==> config.mk <==
export PLATFORM = sky130hd
export DESIGN_NAME = fir_multichan
export DESIGN_NICKNAME = d
export VERILOG_FILES = /design/src/rtl/fir_pkg.sv /design/src/rtl/fir_mac.sv /design/src/rtl/fir_multichan.sv
export SDC_FILE = /design/constraint.sdc
export NUM_CORES = 2
export LEC_CHECK = 0
export CORE_MARGIN = 2
export CORE_UTILIZATION = 45
export DETAILED_ROUTE_END_ITERATION = 6
export PLACE_DENSITY = 0.68
export SETUP_SLACK_MARGIN = 0.1
export SYNTH_ARGS = -nofsm -noshare
export SYNTH_HDL_FRONTEND = slang
export SYNTH_SLANG_ARGS = --single-unit
==> constraint.sdc <==
create_clock -name clk -period 25.2 [get_ports clk]
set_input_delay 2.52 -clock clk [delete_from_list [all_inputs] [get_ports clk]]
set_output_delay 2.52 -clock clk [all_outputs]
set_load 0.01 [all_outputs]
==> src/rtl/fir_pkg.sv <==
// Shared types and constants for the interleaved multi-channel FIR filter.
// Rounding/saturation on the output is enabled by defining FIR_ROUND_SAT_EN.
package fir_pkg;

  localparam int NR_STAGES_DEF = 32;
  localparam int DWIDTH_DEF    = 16;
  localparam int NR_CHAN_DEF   = 4;

  typedef enum logic [2:0] {
    S_IDLE = 3'd0,
    S_REQ  = 3'd1,
    S_MAC  = 3'd2,
    S_OUT  = 3'd3,
    S_WAIT = 3'd4
  } fir_state_e;

  function automatic int clog2(input int n);
    int r;
    int v;
    r = 0;
    v = n - 1;
    while (v > 0) begin
      r++;
      v = v >> 1;
    end
    return r;
  endfunction

  function automatic int max1(input int v);
    return (v < 1) ? 1 : v;
  endfunction

  // Full-precision products summed over every tap cannot overflow this width.
  function automatic int acc_width(input int nr_stages, input int dwidth);
    return 2 * dwidth + clog2(nr_stages);
  endfunction

endpackage

==> src/rtl/fir_mac.sv <==
// Multiply-accumulate datapath and output scaling stage for fir_multichan.
// Defining FIR_ROUND_SAT_EN adds round-half-up and saturation to the output.
module fir_mac
  import fir_pkg::*;
#(
  parameter int DWIDTH    = DWIDTH_DEF,
  parameter int ACCWIDTH  = acc_width(NR_STAGES_DEF, DWIDTH_DEF),
  parameter int OUT_SHIFT = DWIDTH - 1
) (
  input  logic              clk,
  input  logic              rst,
  input  logic              clr,
  input  logic              en,
  input  logic [DWIDTH-1:0] x,
  input  logic [DWIDTH-1:0] h,
  output logic [DWIDTH-1:0] result
);

  logic signed [2*DWIDTH-1:0] prod;
  logic signed [ACCWIDTH-1:0] prod_ext;
  logic signed [ACCWIDTH-1:0] acc;

  assign prod     = $signed(x) * $signed(h);
  assign prod_ext = {{(ACCWIDTH-2*DWIDTH){prod[2*DWIDTH-1]}}, prod};

  always_ff @(posedge clk) begin
    if (!rst) begin
      acc <= '0;
    end else if (clr) begin
      acc <= '0;
    end else if (en) begin
      acc <= acc + prod_ext;
    end
  end

`ifdef FIR_ROUND_SAT_EN
  // One extra bit of headroom so the rounding offset can never wrap the sum.
  localparam logic signed [ACCWIDTH:0] HALF    = {{ACCWIDTH{1'b0}}, 1'b1} << (OUT_SHIFT - 1);
  localparam logic signed [ACCWIDTH:0] SAT_MAX = {{(ACCWIDTH-DWIDTH+2){1'b0}}, {(DWIDTH-1){1'b1}}};
  localparam logic signed [ACCWIDTH:0] SAT_MIN = {{(ACCWIDTH-DWIDTH+2){1'b1}}, {(DWIDTH-1){1'b0}}};

  logic signed [ACCWIDTH:0] rounded;
  logic signed [ACCWIDTH:0] shifted;

  always_comb begin
    rounded = {acc[ACCWIDTH-1], acc} + HALF;
    shifted = rounded >>> OUT_SHIFT;
    if (shifted > SAT_MAX) begin
      result = SAT_MAX[DWIDTH-1:0];
    end else if (shifted < SAT_MIN) begin
      result = SAT_MIN[DWIDTH-1:0];
    end else begin
      result = shifted[DWIDTH-1:0];
    end
  end
`else
  assign result = DWIDTH'(acc >>> OUT_SHIFT);
`endif

endmodule

==> src/rtl/fir_multichan.sv <==
// Time-multiplexed FIR filter serving NR_CHAN interleaved channels, one MAC per cycle.
// Output rounding/saturation is selected by the FIR_ROUND_SAT_EN macro (see fir_mac).
module fir_multichan
  import fir_pkg::*;
#(
  parameter int NR_STAGES = NR_STAGES_DEF,
  parameter int DWIDTH    = DWIDTH_DEF,
  parameter int NR_CHAN   = NR_CHAN_DEF,
  parameter int OUT_SHIFT = DWIDTH - 1
) (
  input  logic                                   clk,
  input  logic                                   rst,
  output logic                                   req_in,
  input  logic                                   ack_in,
  input  logic [DWIDTH-1:0]                      data_in,
  output logic                                   req_out,
  input  logic                                   ack_out,
  output logic [DWIDTH-1:0]                      data_out,
  output logic [max1(clog2(NR_CHAN))-1:0]        chan_out,
  input  logic [NR_STAGES*DWIDTH-1:0]            h_in,
  output logic [2:0]                             state_dbg
);

  // Handshakes are four-phase valid/ready: req_in/req_out are raised by this
  // block, an ack is acted on only while the matching req is high, and the
  // next sample is requested only after both acks have returned to 0.

  localparam int ACCWIDTH = acc_width(NR_STAGES, DWIDTH);
  localparam int CW       = max1(clog2(NR_CHAN));
  localparam int PW       = max1(clog2(NR_STAGES));
  localparam int DEPTH    = 1 << (CW + PW);

  fir_state_e state, state_nxt;

  logic [CW-1:0]     chan;
  logic [PW-1:0]     wp [NR_CHAN];
  logic [PW-1:0]     base;
  logic [PW-1:0]     tap;
  logic [PW-1:0]     rd_ptr;
  logic [DWIDTH-1:0] mem [DEPTH];
  logic [DWIDTH-1:0] mac_x;
  logic [DWIDTH-1:0] mac_h;
  logic [DWIDTH-1:0] mac_result;
  logic              accept;
  logic              mac_last;
  logic              out_fire;

  assign accept    = (state == S_REQ) && ack_in;
  assign mac_last  = (state == S_MAC) && (tap == PW'(NR_STAGES - 1));
  assign out_fire  = (state == S_OUT) && req_out && ack_out;
  assign req_in    = (state == S_REQ);
  assign state_dbg = state;

  always_ff @(posedge clk) begin
    if (!rst) begin
      state <= S_IDLE;
    end else begin
      state <= state_nxt;
    end
  end

  always_comb begin
    state_nxt = state;
    case (state)
      S_IDLE: state_nxt = S_REQ;
      S_REQ:  if (accept)   state_nxt = S_MAC;
      S_MAC:  if (mac_last) state_nxt = S_OUT;
      S_OUT:  if (out_fire) state_nxt = S_WAIT;
      S_WAIT: if (!ack_in && !ack_out) state_nxt = S_REQ;
      default: state_nxt = S_IDLE;
    endcase
  end

  // x[n-k]: walk backwards from the newest sample, wrapping modulo NR_STAGES.
  always_comb begin
    if (tap <= base) begin
      rd_ptr = base - tap;
    end else begin
      rd_ptr = PW'({1'b0, base} + (PW+1)'(NR_STAGES) - {1'b0, tap});
    end
  end

  assign mac_x = mem[{chan, rd_ptr}];
  assign mac_h = h_in[int'(tap)*DWIDTH +: DWIDTH];

  always_ff @(posedge clk) begin
    if (!rst) begin
      for (int i = 0; i < DEPTH; i++) begin
        mem[i] <= '0;
      end
    end else if (accept) begin
      mem[{chan, wp[chan]}] <= data_in;
    end
  end

  always_ff @(posedge clk) begin
    if (!rst) begin
      for (int c = 0; c < NR_CHAN; c++) begin
        wp[c] <= '0;
      end
      base     <= '0;
      tap      <= '0;
      chan     <= '0;
      req_out  <= 1'b0;
      data_out <= '0;
      chan_out <= '0;
    end else begin
      if (accept) begin
        base     <= wp[chan];
        wp[chan] <= (wp[chan] == PW'(NR_STAGES - 1)) ? '0 : wp[chan] + 1'b1;
        tap      <= '0;
      end
      if (state == S_MAC) begin
        tap <= tap + 1'b1;
      end
      // First OUT cycle: the accumulator is final, publish the result.
      if ((state == S_OUT) && !req_out) begin
        req_out  <= 1'b1;
        data_out <= mac_result;
        chan_out <= chan;
      end
      if (out_fire) begin
        req_out <= 1'b0;
        chan    <= (chan == CW'(NR_CHAN - 1)) ? '0 : chan + 1'b1;
      end
    end
  end

  fir_mac #(
    .DWIDTH   (DWIDTH),
    .ACCWIDTH (ACCWIDTH),
    .OUT_SHIFT(OUT_SHIFT)
  ) u_mac (
    .clk   (clk),
    .rst   (rst),
    .clr   (accept),
    .en    (state == S_MAC),
    .x     (mac_x),
    .h     (mac_h),
    .result(mac_result)
  );

endmodule

==> flow_summary.yaml <==
sta:
  fin_setup_tns_ps: 0
  period_needed_ps: 14280
  hold_viol: 0
  drv_slew: 0
  setup_viol: 0
  rsz0062_at_grt: "false"
  slew_headroom_pct: 6.47
  clock_skew_ps: 56.2
  tightest_slew_ps: 1390
  fmaxAchievable_mhz: 70.0
  fin_crit_sh_pct: 56.7
power:
  power_frac_comb_pct: 54.7
  p_int_mw: 9.39
  p_clk_share_pct: 19.8
  leakage_nw: 46.7
  p_sw_mw: 6.51
  pwr-share-seq_pct: 25.5
  switching_share_pct: 40.9
  power.density_mw_per_mm2: 124
  total_power_mw: 15.9
  peakVddDrop_uv: 395
global_routing:
  grt_use_met2_pct: 44.2
  grt-ovfl-total: 0
  grt_pass1_vias: 70500
  grtUsageMet1_pct: 36.0
  antenna_found_initial: 84
  grt_pass1_wl_um: 507000
  grt.met3_usage_pct: 6.72
  busiest_layer: "met2"
  grt_usage_pct: 27.9
  grt_max_degree: 123
worst_hold_path:
  min_from: "u_mac.acc[0]"
  hold_class: "flop to flop"
  worst_hold_path.endpoint: "u_mac.acc[0]"
  holdPathStages: 2
cts:
  clockRootBuffer: "clkbuf_16"
  tritoncts: "built"
  cts.repair.resized: 0
  postCtsSetupBuffers: 0
  cts_buffers: 218
  h-tree-depth: 4
  insertion_delay_ps: 880
  cts_max_path_buffers: 3
  postCtsHoldBufs: 0
  clk_pin_slew_worst_paths_ps: 70
  cts_sinks: 2135
cells_and_area:
  nNetsFinal: 9125
  syn2layout_area_growth_pct: 13.9
  layout_common_cells: "edfxtp_1, and2_1, mux4_2"
  finish.instance_area_mm2: 0.128
  drive_gt1_share_pct: 15.5
  fillCellCount: 20600
  mostFrequentLayoutCell: "edfxtp_1"
detailed_routing:
  routed_wl_um: 352000
  post_drt_wl_per_cell_um: 30.0
  post-route-drc-count: 0
  postRouteAntennaNets: 0
  viasPerCell: 5.86
  initialDrtViolationCount: 8243
  vias: 68900
  drtPass1Iterations: 6
flow_run:
  cap_viol_max_count: 0
synthesis:
  synth.avg_cell_area_um2: 14.2
  ys_seq_area_share_pct: 56.5
  yosysWarnings: 0
  synth_edf_count: 2068
  async_flop_share_pct: 0
  yosys-top-cells-area: "edfxtp_1, mux4_2, and2_1"
  syn_nets: 8827
  synth.distinct_cells: 63
  netlist_instances: 7902
  ys_seq_elements: 2135
  synth_top_area_share_pct: 55.3
  synth_area_mm2: 0.112
  post-synth-top-area-cell: "edfxtp_1"
  synth_ff_type: "edfxtp_1"
die:
  die_y_um: 504
  rows: 183
  start_util_pct: 45.2
  io_pins: 555
  core_area_mm2: 0.248
  die_x_um: 504
  die_area_mm2: 0.254
critical_path:
  arrival_ps: 15030
  r2r_slack_ps: 10920
  slowest_delay_ps: 1200
  r2r.worst_path.cells: 36
  path_class: "flop to flop"
  crit_top_cell: "fa_1"
  cp_slowest_cell: "fa_4"
  worstReg2RegStart: "tap[0]"
  startpoint_type: "flop"
  crit_path_end_kind: "flop"
  reg2reg_to: "u_mac.acc[24]"
  required_ps: 25950
  critPathMaxFanout: 91
status:
  status: "finished, final reports clean"
placement:
  io_buffers: 554
  gp_congestion: 0.905
  hpwl_um: 231000
  dpl_cell_area_mm2: 0.121
sequential cells by signal (all words and copies together), names as in the netlist, named ones only:
register / cells
mem: 2048
u_mac.acc: 31
wp: 20
data_out: 16
base: 5
tap: 5
state_dbg: 3
chan: 2
chan_out: 2
req_out: 1
synthesized netlist by cell type (all sizes together) (27+ instances only):
library cell / instances
edfxtp: 2068
and2: 2056
mux4: 687
clkbuf: 508
inv: 363
nor2: 333
fa: 286
nand2: 225
buf: 193
a211oi: 191
o21ai: 156
a21oi: 154
mux2i: 152
nor2b: 132
ha: 107
dfxtp: 67
a21boi: 27
xnor2: 27
power groups by stage:
stage | sequential [mW] | combinational [mW] | clock (mW)
3_3_place_gp | 4.11 | 8.47 | 0
4_1_cts | 4.05 | 8.61 | 3.18
6_report | 4.05 | 8.69 | 3.15
3_5_place_dp | 4.12 | 8.57 | 0
2_1_floorplan | 4.10 | 6.49 | 0
5_1_grt | 4.06 | 9.73 | 3.32
worst max path at each step:
stage / startpoint / end
after floorplan: tap[1] / u_mac.acc[24]
after global placement: tap[0] / u_mac.acc[24]
after detailed placement: tap[0] / u_mac.acc[24]
after CTS: tap[0] / u_mac.acc[24]
after global routing: tap[0] / u_mac.acc[24]
final: tap[0] / u_mac.acc[24]
cell families (layout without fill, tap and decap cells):
logic type / after synthesis / count (layout) / share of synthesized area [%]
AND/OR/NAND/NOR: 2835 / 2835 / 14.5
adder cells (fa/ha/maj): 393 / 393 / 6.29
other: 0 / 47 / 0
multiplexers: 853 / 853 / 15.3
flip-flops: 2135 / 2135 / 56.5
buffers and inverters: 1064 / 1542 / 3.85
AO/OA/AOI/OAI: 583 / 583 / 3.24
XOR/XNOR: 39 / 39 / 0.311
worst max-delay path: cells and delay by family, from the launching register on:
family          cells  cell delay [ps]
compound gates     11             3510
simple gates        5             1250
fa+ha+maj           9             4800
buf+inv             9             2650
mux                 1              580
xor+xnor            1              170
flops               1              860
metrics by stage:
step	instances	setup WS (ps)	utilization [%]	hold WS, ps
floorplan	7902	15110	-	426
global placement	11300	10950	48.7	442
detailed placement	11300	10890	48.7	451
CTS	11700	10840	51.5	466
global route	11700	10120	51.5	495
finish	11800	10920	51.5	463
routing by layer:
| layer | vias to the layer above | share of wire, % |
|---|---|---|
| met5 | - | 0.089 |
| met1 | 35600 | 38 |
| met4 | 42 | 5.1 |
| li1 | 29000 | - |
| met2 | 3483 | 47 |
| met3 | 772 | 9.6 |
final cells by class:
class	instances	area, um2	share of cell area, %
Tap cell	3330	4170	3.26
Timing Repair Buffer	779	7280	5.69
Antenna cell	47	118	0.0919
Clock buffer	268	5730	4.48
Clock inverter	132	1150	0.902
Sequential cell	2135	63500	49.6
Inverter	363	1360	1.06
Multi-Input combinational cell	4703	44700	34.9
Power figures use the tool's default switching activity.
